[src/rtl/bin2ascii_pkg.sv]
// bin2ascii_pkg: shared FSM state type and ASCII constants for the bin2ascii transmitter
package bin2ascii_pkg;
   typedef enum logic [1:0] {ST_IDLE, ST_TENS, ST_ONES, ST_SEP} state_e;
   localparam logic [7:0] ASCII_ZERO  = 8'h30;
   localparam logic [7:0] DEFAULT_SEP = 8'h0A;
endpackage

[src/rtl/bin2ascii_if.sv]
// bin2ascii_if: val/rdy/msg handshake channel of width W
//   master drives val/msg and samples rdy; slave samples val/msg and drives rdy
interface bin2ascii_if #(parameter int W = 8);
   logic         val;
   logic         rdy;
   logic [W-1:0] msg;
   modport master (output val, output msg, input rdy);
   modport slave  (input val, input msg, output rdy);
endinterface

[src/rtl/bin2ascii_digits.sv]
// bin2ascii_digits: 4-bit unsigned value to ASCII tens/ones decimal digit bytes
//   value: binary 0-15; tens/ones: ASCII digit characters
module bin2ascii_digits
   import bin2ascii_pkg::*;
(
   input  logic [3:0] value,
   output logic [7:0] tens,
   output logic [7:0] ones
);
   logic ge10;
   assign ge10 = value >= 4'd10;
   assign tens = ASCII_ZERO + {7'd0, ge10};
   assign ones = ASCII_ZERO + {4'd0, ge10 ? value - 4'd10 : value};
endmodule

[src/rtl/bin2ascii_tx.sv]
// bin2ascii_tx: emits each 4-bit input value as decimal ASCII digits plus a separator byte
//   clk/reset (async, active-low); in_if: 4-bit value slave; out_if: ASCII byte master; busy: not idle
module bin2ascii_tx
   import bin2ascii_pkg::*;
#(
   parameter logic [7:0] SEP         = DEFAULT_SEP,
   parameter bit         SUPPRESS_LZ = 1'b0
) (
   input  logic        clk,
   input  logic        reset,
   bin2ascii_if.slave  in_if,
   bin2ascii_if.master out_if,
   output logic        busy
);
   state_e     state_q, state_d;
   logic [3:0] value_q, value_d;
   logic [7:0] tens, ones, out_msg;
   logic       in_rdy, out_val, in_fire, out_fire;

   bin2ascii_digits u_digits (.value(value_q), .tens(tens), .ones(ones));

   always_ff @(posedge clk or negedge reset) begin
      if (!reset) begin
         state_q <= ST_IDLE;
         value_q <= '0;
      end else begin
         state_q <= state_d;
         value_q <= value_d;
      end
   end

   // in SEP the next value is accepted only together with the separator, so the stream has no bubble
   always_comb begin
      state_d  = state_q;
      value_d  = value_q;
      in_rdy   = reset & ((state_q == ST_IDLE) | ((state_q == ST_SEP) & out_if.rdy));
      out_val  = state_q != ST_IDLE;
      out_msg  = state_q == ST_TENS ? tens : state_q == ST_ONES ? ones : state_q == ST_SEP ? SEP : 8'h00;
      in_fire  = in_if.val & in_rdy;
      out_fire = out_val & out_if.rdy;
      if (in_fire) begin
         value_d = in_if.msg;
         state_d = (SUPPRESS_LZ && in_if.msg < 4'd10) ? ST_ONES : ST_TENS;
      end else if (out_fire) begin
         state_d = state_q == ST_TENS ? ST_ONES : state_q == ST_ONES ? ST_SEP : ST_IDLE;
      end
   end

   assign in_if.rdy  = in_rdy;
   assign out_if.val = out_val;
   assign out_if.msg = out_msg;
   assign busy       = out_val;
endmodule

[src/flat_wrapper.sv]
// flat-port wrapper written by rule: the top's interface ports become plain ports
module bin2ascii_tx_flat import bin2ascii_pkg::*;
#(
   parameter logic [7:0] SEP         = DEFAULT_SEP,
   parameter bit         SUPPRESS_LZ = 1'b0
)
  (clk, reset, busy, in_if_val, in_if_msg, in_if_rdy, out_if_val, out_if_msg, out_if_rdy);
  bin2ascii_if #(.W(4)) in_if_i ();
  bin2ascii_if #(.W(8)) out_if_i ();
  input  logic clk;
  input  logic reset;
  output logic busy;
  input wire logic [$bits(in_if_i.val)-1:0] in_if_val;
  input wire logic [$bits(in_if_i.msg)-1:0] in_if_msg;
  output wire logic [$bits(in_if_i.rdy)-1:0] in_if_rdy;
  output wire logic [$bits(out_if_i.val)-1:0] out_if_val;
  output wire logic [$bits(out_if_i.msg)-1:0] out_if_msg;
  input wire logic [$bits(out_if_i.rdy)-1:0] out_if_rdy;
  assign in_if_i.val = in_if_val;
  assign in_if_i.msg = in_if_msg;
  assign in_if_rdy = in_if_i.rdy;
  assign out_if_val = out_if_i.val;
  assign out_if_msg = out_if_i.msg;
  assign out_if_i.rdy = out_if_rdy;
  bin2ascii_tx #(.SEP(SEP), .SUPPRESS_LZ(SUPPRESS_LZ)) u_core (.clk(clk), .reset(reset), .in_if(in_if_i), .out_if(out_if_i), .busy(busy));
endmodule
[config.mk]
export PLATFORM = sky130hd
export DESIGN_NAME = bin2ascii_tx_flat
export DESIGN_NICKNAME = d
export VERILOG_FILES = /design/src/rtl/bin2ascii_pkg.sv /design/src/rtl/bin2ascii_if.sv /design/src/rtl/bin2ascii_digits.sv /design/src/rtl/bin2ascii_tx.sv /design/src/flat_wrapper.sv
export SDC_FILE = /design/constraint.sdc
export NUM_CORES = 1
export LEC_CHECK = 0
export ABC_AREA = 1
export BUFFER_PORTS_ARGS = -buffer_cell sky130_fd_sc_hd__buf_2
export CAP_MARGIN = 20
export CELL_PAD_IN_SITES_DETAIL_PLACEMENT = 1
export CELL_PAD_IN_SITES_GLOBAL_PLACEMENT = 1
export CORE_MARGIN = 5
export CORE_UTILIZATION = 33
export CTS_BUF_LIST = sky130_fd_sc_hd__clkbuf_8
export DETAILED_ROUTE_END_ITERATION = 8
export PLACE_DENSITY = 0.85
export SYNTH_ARGS = -nofsm -noshare
export SYNTH_HDL_FRONTEND = slang
export SYNTH_SLANG_ARGS = --single-unit
export TNS_END_PERCENT = 5
[constraint.sdc]
create_clock -name clk -period 1.5 [get_ports clk]
set_input_delay 0.225 -clock clk [delete_from_list [all_inputs] [get_ports clk]]
set_output_delay 0.225 -clock clk [all_outputs]
set_load 0.005 [all_outputs]
==> results of run 1 <==
cell usage after synthesis:
master,n
o21ai_1,2
o21a_1,1
nand2_1,19
or2_1,1
inv_2,3
nand3b_1,1
nand4_1,4
dfrtp_1,6
buf_4,4
a21oi_2,1
nand3_2,1
ha_1,5
conb_1,1
o21ai_0,1
inv_1,5
nand2_2,1
nand3_1,4
a21boi_1,1
a21oi_1,2
registers in the layout (all words and copies together) (netlist names):
signal	cells
u_core.value_q	4
u_core.state_q	2
where the power goes:
group | switching (uW) | internal, uW
logic | 469 | 405
clock network | 70.8 | 172
registers | 75.4 | 240
total | 616 | 817
layout make-up:
type	count	area, um2
timing repair buffer	21	120.1
clock buffer	3	41.29
tap	15	18.77
fill	174	655.6
inverter	8	30.03
sequential	6	150.1
multi-input combinational	46	317.8
worst min-delay path, stage by stage:
cell	delay, ns
buf_2	0.08
nand4_1	0.08
nand2_1	0.07
layout by cell type, fill, tap and decap left out:
cell type	instances
clkbuf_8	3
nand3b_1	1
buf_2	16
o21ai_2	1
buf_4	4
inv_2	4
dlygate4sd3_1	1
nand2_2	2
o21ai_0	1
nand4_1	4
dfrtp_1	6
o21ai_1	1
nand2_1	18
ha_4	3
nand3_2	1
nand3_1	4
a21oi_1	2
or2_1	1
ha_2	2
a21oi_2	1
a21boi_2	1
conb_1	2
o21a_1	1
inv_1	4
timing repair:
| action | in CTS | in global routing |
|---|---|---|
| hold buffers | 1 | 0 |
| resized for setup | 5 | 6 |
| setup endpoints to repair | 4 | 4 |
| setup buffers | 3 | 1 |
| endpoints found under the hold margin | 6 | 0 |
| pin swaps | 0 | 2 |
how the worst min path moves through the flow:
| stage | to | from | cells past startpoint |
|---|---|---|---|
| floorplan | u_core.state_q[0] | reset | 0 |
| global placement | u_core.value_q[3] | reset | 1 |
| detailed placement | u_core.value_q[3] | reset | 1 |
| CTS | u_core.value_q[1] | in_if_msg[1] | 3 |
| global route | u_core.value_q[0] | in_if_msg[0] | 3 |
| finish | u_core.value_q[1] | in_if_msg[1] | 3 |
per-stage QoR:
| stage | power [uW] | utilization [%] |
|---|---|---|
| final | 1433 | 50.84 |
| after global routing | 1577 | 50.84 |
| after CTS | 1351 | 47.75 |
| after detailed placement | 1000 | 40.81 |
| after global placement | 967.4 | 40.81 |
| after floorplan | 797.7 | - |
cell families (layout without fill, tap and decap cells):
logic type               Yosys count  count (layout)  synth area share (%)
flip-flops                         6               6                 31.83
AND/OR/NAND/NOR                   31              31                 31.04
buffers and inverters             12              32                 12.73
other                              1               2                0.7950
adder cells (fa/ha/maj)            5               5                 13.26
AO/OA/AOI/OAI                      8               8                 10.35
routing by layer:
| layer | GRT usage (%) | share of wire [%] | vias up |
|---|---|---|---|
| li1 | - | - | 242 |
| met1 | 13.15 | 39 | 225 |
| met2 | 22.69 | 54 | 15 |
| met3 | 3.008 | 5.3 | 2 |
| met4 | 6.452 | 1.4 | 0 |
| met5 | 0 | 0 | - |
==> reports/summary.log, run 1 <==
[clock_tree] root buffer selected by CTS clkbuf_8
[floorplanning] overall die area 2285 um2
[clock_tree] depth of the CTS H-tree 1
[floorplanning] core box area 1334 um2
[finish] post-synthesis to final-layout area growth 43.77%
[timing] WHS 0.2613 ns
[run_status] failing checks negative setup slack
[finish] number of standard cells in the final layout excluding fillers 99
[floorplanning] effective utilization at floorplan 35.37%
[setup_path] r2r endpoint u_core.value_q[2]
[clock_tree] buffers from clock root to sink, at most 2
[detailed_routing] final routed wire length divided by cell count 12.63 um
[synth] number of warnings issued by yosys 0
[finish] layout cells sized above 1 45.24%
[global_route] leftover overflow at the end of global routing 0
[synth] sequential area share after synthesis 31.83%
[global_route] global-route wire length before repair 2001 um
[detailed_routing] via count normalized by instance count 4.889
[clock_tree] TritonCTS sink count 6
[floorplanning] die span in x 47.81 um
[placed_design] worst slack after detailed placement 0.1301 ns
[placed_design] placer's final routability congestion estimate 0.7070
[setup_path] startpoint of the most critical register-to-register path u_core.state_q[1]
[setup_path] required time at the endpoint of the critical path 1.27 ns
[global_route] largest net degree at the start of global routing 8
[clock_tree] Clock transition at path regs 0.04 ns
[clock_tree] Num CTS Buffers 3
[power] standby leakage power 0.0003572 uW
[hold_path] type of the most critical hold path in2reg
[placed_design] area after detailed placement 544.3 um2
[detailed_routing] number of antenna-violating nets in the routed design 0
[setup_path] CP endpoint out_if_msg[2]
[detailed_routing] DRC violation count after routing 0
[floorplanning] chip height 47.81 um
[placed_design] number of placed instances, taps included 91
[setup_path] depth of the critical timing path with buffers and inverters included 5
[setup_path] slowest stage delay, CP 0.39 ns
[global_route] global-route total usage across every layer 12.50%
[global_route] via count of the first global-routing pass 482
[clock_tree] Worst-Skew Late Latency 0.22 ns
[setup_path] cells traversed along the worst timing path inv_2 -> ha_4 -> nand3b_1 -> a21oi_2 -> buf_2
[power] power per standard cell area 2113 nW/um2
[timing] Final Cycle Share 102.2%
[setup_path] critical path's slowest cell dfrtp_1
[synth] Cell Area, Synth 471.7 um2
[timing] largest clock skew in the final design 0.0003713 ns
[timing] Tmin final 1.532 ns
[synth] main area contributors after synthesis dfrtp_1 (32%), nand2_1 (15%), ha_1 (13%), buf_4 (6.4%), nand4_1 (5.3%)
[power] Max IR drop VDD 0.8541 mV
[setup_path] depth of the worst register-to-register path 7
[timing] final hold viol count 0
[run] MaxCap Viol Count 0
[detailed_routing] aggregate routed wire length 1250 um
[placed_design] number of buffers added on ports 16
[setup_path] Worst setup EP type output port
[setup_path] startpoint types flip-flop
[timing] number of setup violations in the final report 1
[timing] crit path setup slack, layout -0.03236 ns
[placed_design] Final HPWL DP 924.6 um
[setup_path] startpoint of the most critical setup path u_core.value_q[1]
[global_route] initial antenna violation count 0
[synth] count of cell types in the netlist 19
[detailed_routing] first-pass iteration count of the detailed router 2
[finish] total inserted antenna cells 0
[floorplanning] number of core rows 13
[detailed_routing] via count 484
[clock_tree] clock tree from TritonCTS yes
[run_status] outcome complete, but fails checks
[finish] fin nets 99
[setup_path] Setup CP Type reg2out
[synth] synthesized instance count 63
[synth] flop and latch count out of synthesis 6
[synth] cell accounting for the most synthesized area dfrtp_1
[setup_path] buffering stage count on the worst path with inverters included 2
[setup_path] Crit path max-delay family flip-flops
[timing] Final TNS setup -0.03236 ns
[synth] synthesized area per cell 7.487 um2
[setup_path] register-to-register setup slack 0.24 ns
[finish] Non-Filler Cell Area, Final 678.2 um2
[setup_path] critical path data arrival time 1.31 ns
[floorplanning] IO Count 19
[synth] share of the synthesized area in the top cell type 31.83%
[timing] Fmax 652.6 MHz
[timing] Slew Viols, Final 0
[setup_path] crit-path max FO 3
[timing] setup repair after global routing missed its margin true
[detailed_routing] 1st-iter DRT viols 3
Note: power is estimated with default switching activity, not from simulation.
==> run 2, diff against run 1 <==
--- a/config.mk
+++ b/config.mk
@@ -15,6 +15,7 @@
 export CTS_BUF_LIST = sky130_fd_sc_hd__clkbuf_8
 export DETAILED_ROUTE_END_ITERATION = 8
 export PLACE_DENSITY = 0.85
+export SETUP_SLACK_MARGIN = 0.15
 export SYNTH_ARGS = -nofsm -noshare
 export SYNTH_HDL_FRONTEND = slang
 export SYNTH_SLANG_ARGS = --single-unit
==> run 2 against run 1 <==
  * The flow now finishes without violations
  * Power grew 14%
  * Routed wire length grew 8.9%
  * Worst setup slack gained 0.033 ns
  * Sequential share of layout area shrank 1.4 points
  * Cell count grew 1.0%
  * First-iteration DRC count shrank 67%
  * Combinational power grew 21%
  * Register-to-register slack gained 0.02 ns
  * Critical path type unchanged
  * Critical endpoint is now out_if_msg[1]
  * Highest routed layer unchanged
==> reports/summary.log, run 2 (synthesized netlist as in run 1, its figures left out) <==
[run] MaxCap Viol Count 0
[floorplanning] die span in x 47.81 um
[finish] number of flip-flops in the largest register 4
[finish] fin nets 100
[floorplanning] IO Count 19
[clock_tree] Clock transition at path regs 0.04 ns
[global_route] via count of the first global-routing pass 512
[clock_tree] Num CTS Buffers 3
[hold_path] type of the most critical hold path in2reg
[timing] Slew Viols, Final 0
[timing] setup repair after global routing missed its margin true
[global_route] largest net degree at the start of global routing 8
[placed_design] number of placed instances, taps included 91
[finish] commonest non-fill, non-tap cells in the layout nand2_1 (18), buf_2 (14), dfrtp_1 (5)
[setup_path] crit-path max FO 6
[run_status] outcome complete, no violations
[detailed_routing] aggregate routed wire length 1361 um
[detailed_routing] final routed wire length divided by cell count 13.61 um
[floorplanning] chip height 47.81 um
[floorplanning] core box area 1334 um2
[detailed_routing] number of antenna-violating nets in the routed design 0
[global_route] initial antenna violation count 0
[setup_path] required time at the endpoint of the critical path 1.27 ns
[finish] largest register by flop count u_core.value_q
[clock_tree] clock tree from TritonCTS yes
[placed_design] Final HPWL DP 924.6 um
[clock_tree] buffers from clock root to sink, at most 2
[finish] leading cell type in the layout, fill and taps excluded nand2_1
[setup_path] startpoint types flip-flop
[detailed_routing] via count 503
[clock_tree] TritonCTS sink count 6
[timing] Fmax 667.0 MHz
[setup_path] Worst setup EP type output port
[detailed_routing] first-pass iteration count of the detailed router 2
[clock_tree] depth of the CTS H-tree 1
[timing] Final Cycle Share 99.96%
[finish] layout cells sized above 1 50.59%
[power] Max IR drop VDD 1.026 mV
[setup_path] Setup CP Type reg2out
[finish] total inserted antenna cells 0
[timing] Tmin final 1.499 ns
[timing] final hold viol count 0
[finish] largest registers u_core.value_q (4), u_core.state_q (2)
[power] power per standard cell area 2244 nW/um2
[global_route] global-route total usage across every layer 13.41%
[floorplanning] overall die area 2285 um2
[detailed_routing] via count normalized by instance count 5.030
[placed_design] number of buffers added on ports 16
[timing] number of setup violations in the final report 0
[finish] post-synthesis to final-layout area growth 54.91%
[placed_design] placer's final routability congestion estimate 0.7070
[clock_tree] root buffer selected by CTS clkbuf_8
[finish] post-layout utilization of the core 54.78%
[floorplanning] effective utilization at floorplan 35.37%
[floorplanning] number of core rows 13
[timing] largest clock skew in the final design 0.0005031 ns
[global_route] leftover overflow at the end of global routing 0
[power] standby leakage power 0.0003687 uW
[placed_design] area after detailed placement 544.3 um2
[detailed_routing] DRC violation count after routing 0
[finish] number of standard cells in the final layout excluding fillers 100
[setup_path] critical path data arrival time 1.27 ns
[detailed_routing] 1st-iter DRT viols 1
[global_route] global-route wire length before repair 2173 um
[finish] Non-Filler Cell Area, Final 730.7 um2
[clock_tree] Worst-Skew Late Latency 0.22 ns
[timing] Final TNS setup 0 ns
[run 2: changes by cell type in the layout (fill, tap and decap cells not counted)]
cell     change
buf_2        -2
buf_6        +3
dfrtp_1      -1
dfrtp_2      +1
ha_2         -1
ha_4         +1
inv_1        -2
inv_4        +2
nand3_1      -1
nand3_2      +1
o21ai_2      -1
o21ai_4      +1
[run 2: cell type report]
type / count / area (um2)
clock buffers: 3 / 41.29
fillers: 176 / 603.1
inverters: 8 / 35.03
multi-input cells: 46 / 340.3
flip-flops and latches: 6 / 151.4
well taps: 15 / 18.77
repair buffers: 22 / 143.9
[run 2: final timing paths]
kind | end | cells past startpoint | from | slack [ns]
setup / recovery | out_if_msg[1] | 5 | u_core.state_q[1] | 0.0007
hold / removal | u_core.value_q[1] | 3 | in_if_msg[1] | 0.26
setup reg to reg | u_core.value_q[2] | 7 | u_core.state_q[1] | 0.26
hold reg to reg | u_core.value_q[0] | 2 | u_core.value_q[0] | 0.53
max in group asynchronous | u_core.state_q[0] | 2 | reset | 0.75
min in group asynchronous | u_core.state_q[1] | 2 | reset | 0.51
[run 2: worst max-delay path: stages (launching register included)]
cell	delay, ns
dfrtp_1	0.40
buf_6	0.14
ha_4	0.18
o21a_1	0.11
a21oi_1	0.10
buf_2	0.12
[run 2: per-layer routing]
| layer | track usage, % | vias to the layer above | part of all wire (%) |
|---|---|---|---|
| met3 | 3.008 | 2 | 5.1 |
| met5 | 0 | - | 0 |
| li1 | - | 243 | - |
| met4 | 6.452 | 0 | 1.4 |
| met1 | 14.06 | 242 | 38 |
| met2 | 24.80 | 16 | 55 |
[run 2: through the flow]
stage               power, uW  hold WS (ns)  setup slack (ns)
detailed placement       1000       0.09638            0.1301
global placement        967.4       0.09419            0.1715
CTS                      1456        0.2627          -0.04057
floorplan               797.7      -0.07059            0.3215
finish                   1640        0.2636         0.0006534
global route             1779        0.2786          -0.05264
[run 2: timing repair]
item	in CTS	in global routing
setup endpoints to repair	9	10
pin swaps	6	4
gates resized for setup	13	9
buffers inserted	5	0
endpoints found under the hold margin	6	0
hold buffers	1	0
[run 2: where the power goes]
part           internal, uW  switching [uW]
registers               243            95.0
clock network           172            69.5
logic                   534             526
total                   949             691
